[config.mk]
export PLATFORM = sky130hd
export DESIGN_NAME = rc4_prga_engine_flat
export DESIGN_NICKNAME = d
export VERILOG_FILES = /design/src/rtl/rc4_prga_engine_pkg.sv /design/src/rtl/rc4_prga_engine_if.sv /design/src/rtl/rc4_prga_engine_trap_edge.sv /design/src/rtl/rc4_prga_engine.sv /design/src/flat_wrapper.sv
export SDC_FILE = /design/constraint.sdc
export NUM_CORES = 1
export LEC_CHECK = 0
export CORE_ASPECT_RATIO = 1.4
export CORE_MARGIN = 4
export CORE_UTILIZATION = 52
export DETAILED_ROUTE_END_ITERATION = 8
export PLACE_DENSITY_LB_ADDON = 0.3
export SLEW_MARGIN = 30
export SYNTH_ARGS = -nofsm -noshare
export SYNTH_HDL_FRONTEND = slang
export SYNTH_SLANG_ARGS = --single-unit
[constraint.sdc]
create_clock -name clk_i -period 3 [get_ports clk_i]
set_clock_uncertainty 0.05 [all_clocks]
set_input_delay 0.3 -clock clk_i [delete_from_list [all_inputs] [get_ports clk_i]]
set_output_delay 0.3 -clock clk_i [all_outputs]
set_load 0.05 [all_outputs]
[src/rtl/rc4_prga_engine_pkg.sv]
// Shared types and helpers for the RC4 keystream engine.
package rc4_prga_engine_pkg;

    typedef enum logic [3:0] {
        StIdle,
        StRdSi,
        StLatSi,
        StLatSj,
        StWrSi,
        StWrSj,
        StRdF,
        StWrA,
        StDone
    } state_t;

    localparam int unsigned Rc4N      = 256;
    localparam int unsigned Rc4IdxW   = $clog2(Rc4N);
    localparam logic [7:0]  SpaceChar = 8'h20;

    function automatic logic char_valid(input logic [7:0] b, input logic [7:0] lo,
                                        input logic [7:0] hi, input logic allow_space);
        return ((b >= lo) && (b <= hi)) || (allow_space && (b == SpaceChar));
    endfunction

endpackage

[src/rtl/rc4_prga_engine_if.sv]
// Control handshake plus S-RAM, ciphertext ROM and plaintext RAM buses of the RC4 engine.
interface rc4_prga_engine_if #(
    parameter int unsigned MsgLogLen = 5
) ();

    logic                 start;
    logic [MsgLogLen:0]   msg_len;
    logic                 check_en;
    logic [7:0]           s_rdata;
    logic [7:0]           s_addr;
    logic [7:0]           s_wdata;
    logic                 s_wren;
    logic [7:0]           k_rdata;
    logic [MsgLogLen-1:0] k_addr;
    logic [MsgLogLen-1:0] a_addr;
    logic [7:0]           a_wdata;
    logic                 a_wren;
    logic                 busy;
    logic                 done;
    logic                 pass;
    logic [MsgLogLen-1:0] fail_idx;

    modport slave (
        input  start, msg_len, check_en, s_rdata, k_rdata,
        output s_addr, s_wdata, s_wren, k_addr, a_addr, a_wdata, a_wren,
               busy, done, pass, fail_idx
    );

    modport master (
        output start, msg_len, check_en, s_rdata, k_rdata,
        input  s_addr, s_wdata, s_wren, k_addr, a_addr, a_wdata, a_wren,
               busy, done, pass, fail_idx
    );

endinterface

[src/rtl/rc4_prga_engine_trap_edge.sv]
// Rising-edge detector for the level start request.
module rc4_prga_engine_trap_edge (
    input  logic clk_i,
    input  logic reset_ni,
    input  logic level_i,
    output logic rise_o
);

    logic level_q;

    always_ff @(posedge clk_i) begin
        if (!reset_ni) begin
            level_q <= 1'b0;
        end else begin
            level_q <= level_i;
        end
    end

    assign rise_o = level_i & ~level_q;

endmodule

[src/rtl/rc4_prga_engine.sv]
// RC4 PRGA engine: swaps S[i]/S[j], XORs keystream into ciphertext ROM bytes and writes
// plaintext RAM, with runtime length and optional abort on the first out-of-charset byte.
module rc4_prga_engine
    import rc4_prga_engine_pkg::*;
#(
    parameter int unsigned MsgLenMax  = 32,
    parameter int unsigned MsgLogLen  = 5,
    parameter logic [7:0]  CharLo     = 8'h61,
    parameter logic [7:0]  CharHi     = 8'h7A,
    parameter bit          AllowSpace = 1'b1
) (
    input  logic             clk_i,
    input  logic             reset_ni,
    rc4_prga_engine_if.slave bus
);

    localparam int unsigned   LenW   = MsgLogLen + 1;
    localparam logic [LenW-1:0] LenMax = LenW'(MsgLenMax);

    state_t               state_q, state_d;
    logic [Rc4IdxW-1:0]   i_q, i_d, j_q, j_d;
    logic [7:0]           si_q, si_d, sj_q, sj_d;
    logic [MsgLogLen-1:0] k_q, k_d, fail_idx_q, fail_idx_d;
    logic [LenW-1:0]      len_q, len_d, len_clamped;
    logic                 pass_q, pass_d, chk_q, chk_d;
    logic                 start_rise;
    logic [7:0]           plain;

    rc4_prga_engine_trap_edge u_trap_edge (
        .clk_i    (clk_i),
        .reset_ni (reset_ni),
        .level_i  (bus.start),
        .rise_o   (start_rise)
    );

    assign len_clamped = (bus.msg_len > LenMax) ? LenMax : bus.msg_len;
    assign plain       = bus.s_rdata ^ bus.k_rdata;

    always_ff @(posedge clk_i) begin
        if (!reset_ni) begin
            state_q    <= StIdle;
            i_q        <= '0;
            j_q        <= '0;
            si_q       <= '0;
            sj_q       <= '0;
            k_q        <= '0;
            len_q      <= '0;
            pass_q     <= 1'b0;
            fail_idx_q <= '0;
            chk_q      <= 1'b0;
        end else begin
            state_q    <= state_d;
            i_q        <= i_d;
            j_q        <= j_d;
            si_q       <= si_d;
            sj_q       <= sj_d;
            k_q        <= k_d;
            len_q      <= len_d;
            pass_q     <= pass_d;
            fail_idx_q <= fail_idx_d;
            chk_q      <= chk_d;
        end
    end

    always_comb begin
        state_d     = state_q;
        i_d         = i_q;
        j_d         = j_q;
        si_d        = si_q;
        sj_d        = sj_q;
        k_d         = k_q;
        len_d       = len_q;
        pass_d      = pass_q;
        fail_idx_d  = fail_idx_q;
        chk_d       = chk_q;
        bus.s_addr  = '0;
        bus.s_wdata = '0;
        bus.s_wren  = 1'b0;
        bus.a_wdata = '0;
        bus.a_wren  = 1'b0;

        unique case (state_q)
            StIdle, StDone: begin
                // check_en and length are latched so mid-run input changes are ignored
                if (start_rise) begin
                    len_d      = len_clamped;
                    i_d        = '0;
                    j_d        = '0;
                    k_d        = '0;
                    pass_d     = 1'b0;
                    fail_idx_d = '0;
                    chk_d      = bus.check_en;
                    if (len_clamped == '0) begin
                        state_d = StDone;
                        pass_d  = 1'b1;
                    end else begin
                        state_d = StRdSi;
                    end
                end
            end
            StRdSi: begin
                i_d        = i_q + 1'b1;
                bus.s_addr = i_q + 1'b1;
                state_d    = StLatSi;
            end
            StLatSi: begin
                si_d       = bus.s_rdata;
                j_d        = j_q + bus.s_rdata;
                bus.s_addr = j_q + bus.s_rdata;
                state_d    = StLatSj;
            end
            StLatSj: begin
                sj_d    = bus.s_rdata;
                state_d = StWrSi;
            end
            StWrSi: begin
                bus.s_addr  = i_q;
                bus.s_wdata = sj_q;
                bus.s_wren  = 1'b1;
                state_d     = StWrSj;
            end
            StWrSj: begin
                bus.s_addr  = j_q;
                bus.s_wdata = si_q;
                bus.s_wren  = 1'b1;
                state_d     = StRdF;
            end
            StRdF: begin
                bus.s_addr = si_q + sj_q;
                state_d    = StWrA;
            end
            StWrA: begin
                bus.a_wdata = plain;
                if (chk_q && !char_valid(plain, CharLo, CharHi, AllowSpace)) begin
                    fail_idx_d = k_q;
                    pass_d     = 1'b0;
                    state_d    = StDone;
                end else begin
                    bus.a_wren = 1'b1;
                    if ({1'b0, k_q} == len_q - LenW'(1)) begin
                        pass_d  = 1'b1;
                        state_d = StDone;
                    end else begin
                        k_d     = k_q + MsgLogLen'(1);
                        state_d = StRdSi;
                    end
                end
            end
            default: state_d = StIdle;
        endcase
    end

    assign bus.k_addr   = k_q;
    assign bus.a_addr   = k_q;
    assign bus.busy     = (state_q != StIdle) && (state_q != StDone);
    assign bus.done     = (state_q == StDone);
    assign bus.pass     = pass_q;
    assign bus.fail_idx = fail_idx_q;

endmodule
[src/flat_wrapper.sv]
// flat-port wrapper written by rule: the top's interface ports become plain ports
module rc4_prga_engine_flat import rc4_prga_engine_pkg::*;
#(
    parameter int unsigned MsgLenMax  = 32,
    parameter int unsigned MsgLogLen  = 5,
    parameter logic [7:0]  CharLo     = 8'h61,
    parameter logic [7:0]  CharHi     = 8'h7A,
    parameter bit          AllowSpace = 1'b1
)
  (clk_i, reset_ni, bus_start, bus_msg_len, bus_check_en, bus_s_rdata, bus_k_rdata, bus_s_addr, bus_s_wdata, bus_s_wren, bus_k_addr, bus_a_addr, bus_a_wdata, bus_a_wren, bus_busy, bus_done, bus_pass, bus_fail_idx);
  rc4_prga_engine_if #(.MsgLogLen(MsgLogLen)) bus_i ();
  input  logic clk_i;
  input  logic reset_ni;
  input wire logic [$bits(bus_i.start)-1:0] bus_start;
  input wire logic [$bits(bus_i.msg_len)-1:0] bus_msg_len;
  input wire logic [$bits(bus_i.check_en)-1:0] bus_check_en;
  input wire logic [$bits(bus_i.s_rdata)-1:0] bus_s_rdata;
  input wire logic [$bits(bus_i.k_rdata)-1:0] bus_k_rdata;
  output wire logic [$bits(bus_i.s_addr)-1:0] bus_s_addr;
  output wire logic [$bits(bus_i.s_wdata)-1:0] bus_s_wdata;
  output wire logic [$bits(bus_i.s_wren)-1:0] bus_s_wren;
  output wire logic [$bits(bus_i.k_addr)-1:0] bus_k_addr;
  output wire logic [$bits(bus_i.a_addr)-1:0] bus_a_addr;
  output wire logic [$bits(bus_i.a_wdata)-1:0] bus_a_wdata;
  output wire logic [$bits(bus_i.a_wren)-1:0] bus_a_wren;
  output wire logic [$bits(bus_i.busy)-1:0] bus_busy;
  output wire logic [$bits(bus_i.done)-1:0] bus_done;
  output wire logic [$bits(bus_i.pass)-1:0] bus_pass;
  output wire logic [$bits(bus_i.fail_idx)-1:0] bus_fail_idx;
  assign bus_i.start = bus_start;
  assign bus_i.msg_len = bus_msg_len;
  assign bus_i.check_en = bus_check_en;
  assign bus_i.s_rdata = bus_s_rdata;
  assign bus_i.k_rdata = bus_k_rdata;
  assign bus_s_addr = bus_i.s_addr;
  assign bus_s_wdata = bus_i.s_wdata;
  assign bus_s_wren = bus_i.s_wren;
  assign bus_k_addr = bus_i.k_addr;
  assign bus_a_addr = bus_i.a_addr;
  assign bus_a_wdata = bus_i.a_wdata;
  assign bus_a_wren = bus_i.a_wren;
  assign bus_busy = bus_i.busy;
  assign bus_done = bus_i.done;
  assign bus_pass = bus_i.pass;
  assign bus_fail_idx = bus_i.fail_idx;
  rc4_prga_engine #(.MsgLenMax(MsgLenMax), .MsgLogLen(MsgLogLen), .CharLo(CharLo), .CharHi(CharHi), .AllowSpace(AllowSpace)) u_core (.clk_i(clk_i), .reset_ni(reset_ni), .bus(bus_i));
endmodule
# Word level (Yosys, flattened, before mapping)
# Index checks and enable logic that the tools add are counted.
# totals
ff_bits	55
latchBits	0
ramBits	0
mem_bits_ro	0
input_bits	26
output_inout_bits	44
n_memories	0
# classes
add_sub_neg	5
mul	0
n_div	0
n_lt_le_gt_ge	3
eq_ne	16
n_shift	0
mux	26
bitwise	3
n_reduce_logical	19
# op_table
cell	count
case mux 8 bit (2 select lines)	3
case mux 8 bit (5 select lines)	1
case mux 4 bit (8 select lines)	1
2-to-1 mux 5 bit	4
case mux 5 bit (2 select lines)	2
adder 8 bit	2
equality test 4 x 3 -> 1 bit (second input constant)	4
2-to-1 mux 4 bit	4
2-to-1 mux 8 bit	2
adder 8 x 1 -> 8 bit (second input constant)	1
equality test 4 x 2 -> 1 bit (second input constant)	2
equality test 8 x 6 -> 1 bit (second input constant)	1
>= comparator 8 x 7 -> 1 bit (second input constant)	1
less-or-equal comparator 8 x 7 -> 1 bit (second input constant)	1
bitwise XOR 8 bit	1
2-to-1 mux 1 bit	7
equality test 5 x 6 -> 1 bit	1
> comparator 6 bit (second input constant)	1
zero test 6 bit	1
2-to-1 mux 6 bit	1
AND reduction 2 bit	3
AND reduction 3 bit	2
nonzero test 2 bit	3
subtractor 6 x 1 -> 6 bit (second input constant)	1
other kinds (17)	22

# Depth between registers and ports, before layout
# depth
word_depth	8
depth_mapped	9
depth_no_buf	9

# By module
# A second synthesis with hierarchy kept.
# hier_totals
cells_unflattened	462
area_unflattened_um2	3626.0
# by_module_without_submodules
mod	instances	cells_each	area_per_inst_um2	seq_area_each_um2
rc4_prga_engine	1	459	3585.9	1081.0
rc4_prga_engine_trap_edge	1	3	40.0	20.0

# Worst setup path before layout
# No wires, ideal clock.
# synth_path
path_type	reg2out
startpoint	register u_core.j_q[1]
endpoint	output bus_s_addr[7]
arrival_time_ns	2.601
required_time_ns	2.650
setup_slack_ns	0.049
stages_incl_launch_ff	8
path_cell_list	dfxtp_1 > ha_1 > a211oi_1 > o21ai_0 > a31oi_1 > xnor2_1 > xnor2_1 > o21ai_0
# synth_via
elab_chain_cells	2
# synth_rtl
item	line	source
start, declared	rc4_prga_engine.sv:21	logic [Rc4IdxW-1:0] i_q, i_d, j_q, j_d;
start signal, assigned	rc4_prga_engine.sv:54	j_q <= j_d;
adder 8 bit	rc4_prga_engine.sv:109	bus.s_addr = j_q + bus.s_rdata;
case mux 8 bit (5 select lines)	rc4_prga_engine.sv:82	unique case (state_q)
end, declared	flat_wrapper.sv:19	output wire logic [$bits(bus_i.s_addr)-1:0] bus_s_addr;
# No other way between the ends.

# Worst setup path after layout
# layout_path
startpoint	register u_core.j_q[0]
endpoint	output bus_s_addr[6]
# Same word-level chain as after synthesis.

==> metrics.txt <==
number of flops mapped to enable cells by yosys=0; Routed WL per cell=16.5 um; critical path class=reg2out; met3 Usage GRT=approximately 3.1%; RSZ-0062 raised after global routing=false; dominant cells by area after synthesis=dfxtp_1 (31%), mux2i_1 (7.9%), nor2_1 (6.4%), ha_1 (6.0%), nand2_1 (5.5%); vias in the first global route=about 3600; fin area=4670 um2; row count=35; synth cell count leaders=nor2_1 (61), dfxtp_1 (55), nand2_1 (52); gr busiest metal=met2; clk sinks=55; Cell variety after synth=between 50 and 60; CP Max Fanout=3; placed inst area=around 4500 um2; input/output buffers=69; mean post-synth cell area=7.88 um2; Worst setup SP type=flip-flop; Post-synth ARST share=0%; gr usage total=~25%; count leader, synth=nor2_1; IO Count=70; fillcell total=553; FF+latch count, synth=55; Vias=~3700; ANT cells=0; CTS buffer count=5; die height=106 um; Layout Utilization=about 70%; status=complete, no violations; Pwr Density=640 nW/um2; antenna violations before repair=0; dpl ws=-50.1 ps; final HPWL from detailed placement=7450 um; Worst setup EP type=output port; sequential element share of the synthesized area=30.9%; die area=8270 um2; largest net degree at the start of global routing=28; Synth Instances=approximately 450; CP arrival=2550 ps; DRT Wirelength=around 10000 um; grt ovf=0; drt via density=5.93; Final Hold Fails=0; root buf cell=clkbuf_8; final setup vio count=0; hold_buf cts=0; M2 GR Usage=a little under half; iteration count of the initial detailed-routing pass=5; max_cap viols=0; Die X=78.0 um; IR drop worst, VDD=0.357 mV; post-synth top area share=30.9%; Worst Hold Slack=433 ps; core area=6610 um2; P_leak=1.86 nW; Cells after DPL=a little over 600; Final Slew Violations=0; share of post-route cells with drive strength above 1=between 10 and 15%; routability cong.=0.962; multi-input logic area=2340 um2; worst hold path class=reg2reg; Reg clk slew, reported paths=approximately 100 ps; mapped cell area=3570 um2; ratio of final minimum period to clock period=96.5%; Final #Nets=~580; Synth area leader=dfxtp_1; slew at the pin closest to its max-slew limit=a little under 1000 ps; FF/Latch Area=1100 um2; antenna violation net count after detailed routing=0; Tmin final=2900 ps; Initial Utilization=a little over half; met1 usage=a little over a quarter; final worst slack=105 ps; Post-route DRC=0; insertion delay to the later sink of the worst-skew pair=310 ps; H-tree depth=2; Critical Path RT=2650 ps; Max Fclk=0.345 GHz; Slew headroom=35.5%; net count after synthesis=498; first-pass GRT wire length=between 15000 and 20000 um; Pwr Total=2.99 mW; Non-Filler Instances=~620; Iter 0 DRT Violations=382; CTS tree=done; Longest Clk Path Bufs=2; synth warn=0; area delta synth->final=31.0%; setup tns final=0 ps; Most used DFF post-synth=dfxtp_1
final timing paths:
| check | from | endpoint | slack (ps) | cells past startpoint |
|---|---|---|---|---|
| worst max-delay path | u_core.j_q[0] | bus_s_addr[6] | 100 | 9 |
| worst min register to register | u_core.bus.fail_idx[2] | u_core.bus.fail_idx[2] | 430 | 2 |
| worst max register to register | u_core.state_q[1] | u_core.j_q[6] | 310 | 11 |
| worst min-delay path | u_core.bus.fail_idx[2] | u_core.bus.fail_idx[2] | 430 | 2 |
what timing repair did:
action,in CTS,in global routing
buffers inserted,6,0
hold endpoints to repair,0,0
endpoints found under the setup margin,2,3
resized for setup,4,7
worst max-delay path, cell delays in order, from the launching register on:
cell and delay [ps]:
dfxtp_1 340, ha_2 190, fa_2 340, a21o_1 170, a21o_1 200, a21oi_2 170
mux2i_2 270, nand3_1 130, a31o_2 230, buf_4 180
logic make-up (layout without fill, tap and decap cells):
logic type | count (synthesis) | in the layout | share of synthesized area (%)
and+or+nand+nor | 187 | 187 | 24.9
AOI/OAI and AO/OA | 97 | 97 | 17.1
DFF | 55 | 55 | 30.9
buffers and inverters | 38 | 117 | 4.80
muxes | 32 | 32 | 9.12
xor gates and xnor gates | 25 | 25 | 6.14
adders and majority gates | 19 | 19 | 7.08
metal layers:
layer / routed length [um] / vias to the layer above
li1: - / 1757
met2: 5480 / 164
met1: 4000 / 1760
met5: 0 / -
met3: 526 / 22
met4: 289 / 0
state kept, by name, indices dropped and copies added, names as in the netlist:
signal	count
u_core.len_q	6
u_core.u_trap_edge.level_q	1
u_core.j_q	8
u_core.bus.a_addr	5
u_core.state_q	4
u_core.si_q	8
u_core.bus.fail_idx	5
u_core.sj_q	8
u_core.bus.pass	1
u_core.i_q	8
u_core.chk_q	1
layout by cell type (no fill, tap or decap), types with 8 or more instances in the layout:
cell,Yosys,layout
a21oi_1,36,35
buf_12,0,8
buf_4,5,38
clkdlybuf4s50_1,0,49
dfxtp_1,55,55
ha_1,17,16
inv_1,12,12
mux2i_1,28,27
nand2_1,52,52
nand3_1,17,17
nor2_1,61,61
nor3_1,9,8
nor3b_1,9,9
o21ai_0,19,18
xnor2_1,18,18
where the power goes:
| part | switching, mW | internal [mW] | total (mW) |
|---|---|---|---|
| registers | 0.102 | 0.825 | 0.927 |
| clock network | 0.254 | 0.271 | 0.525 |
| logic | 0.897 | 0.644 | 1.54 |
| total | 1.25 | 1.74 | 2.99 |
layout make-up:
cell class	instances	share of cell area, %
repair buffers	97	20.5
inverters	12	0.964
clock buffers	6	1.77
multi-input cells	360	50.0
well taps	92	2.46
clock inverters	2	0.750
flip-flops and latches	55	23.6
Power figures use the tool's default switching activity.
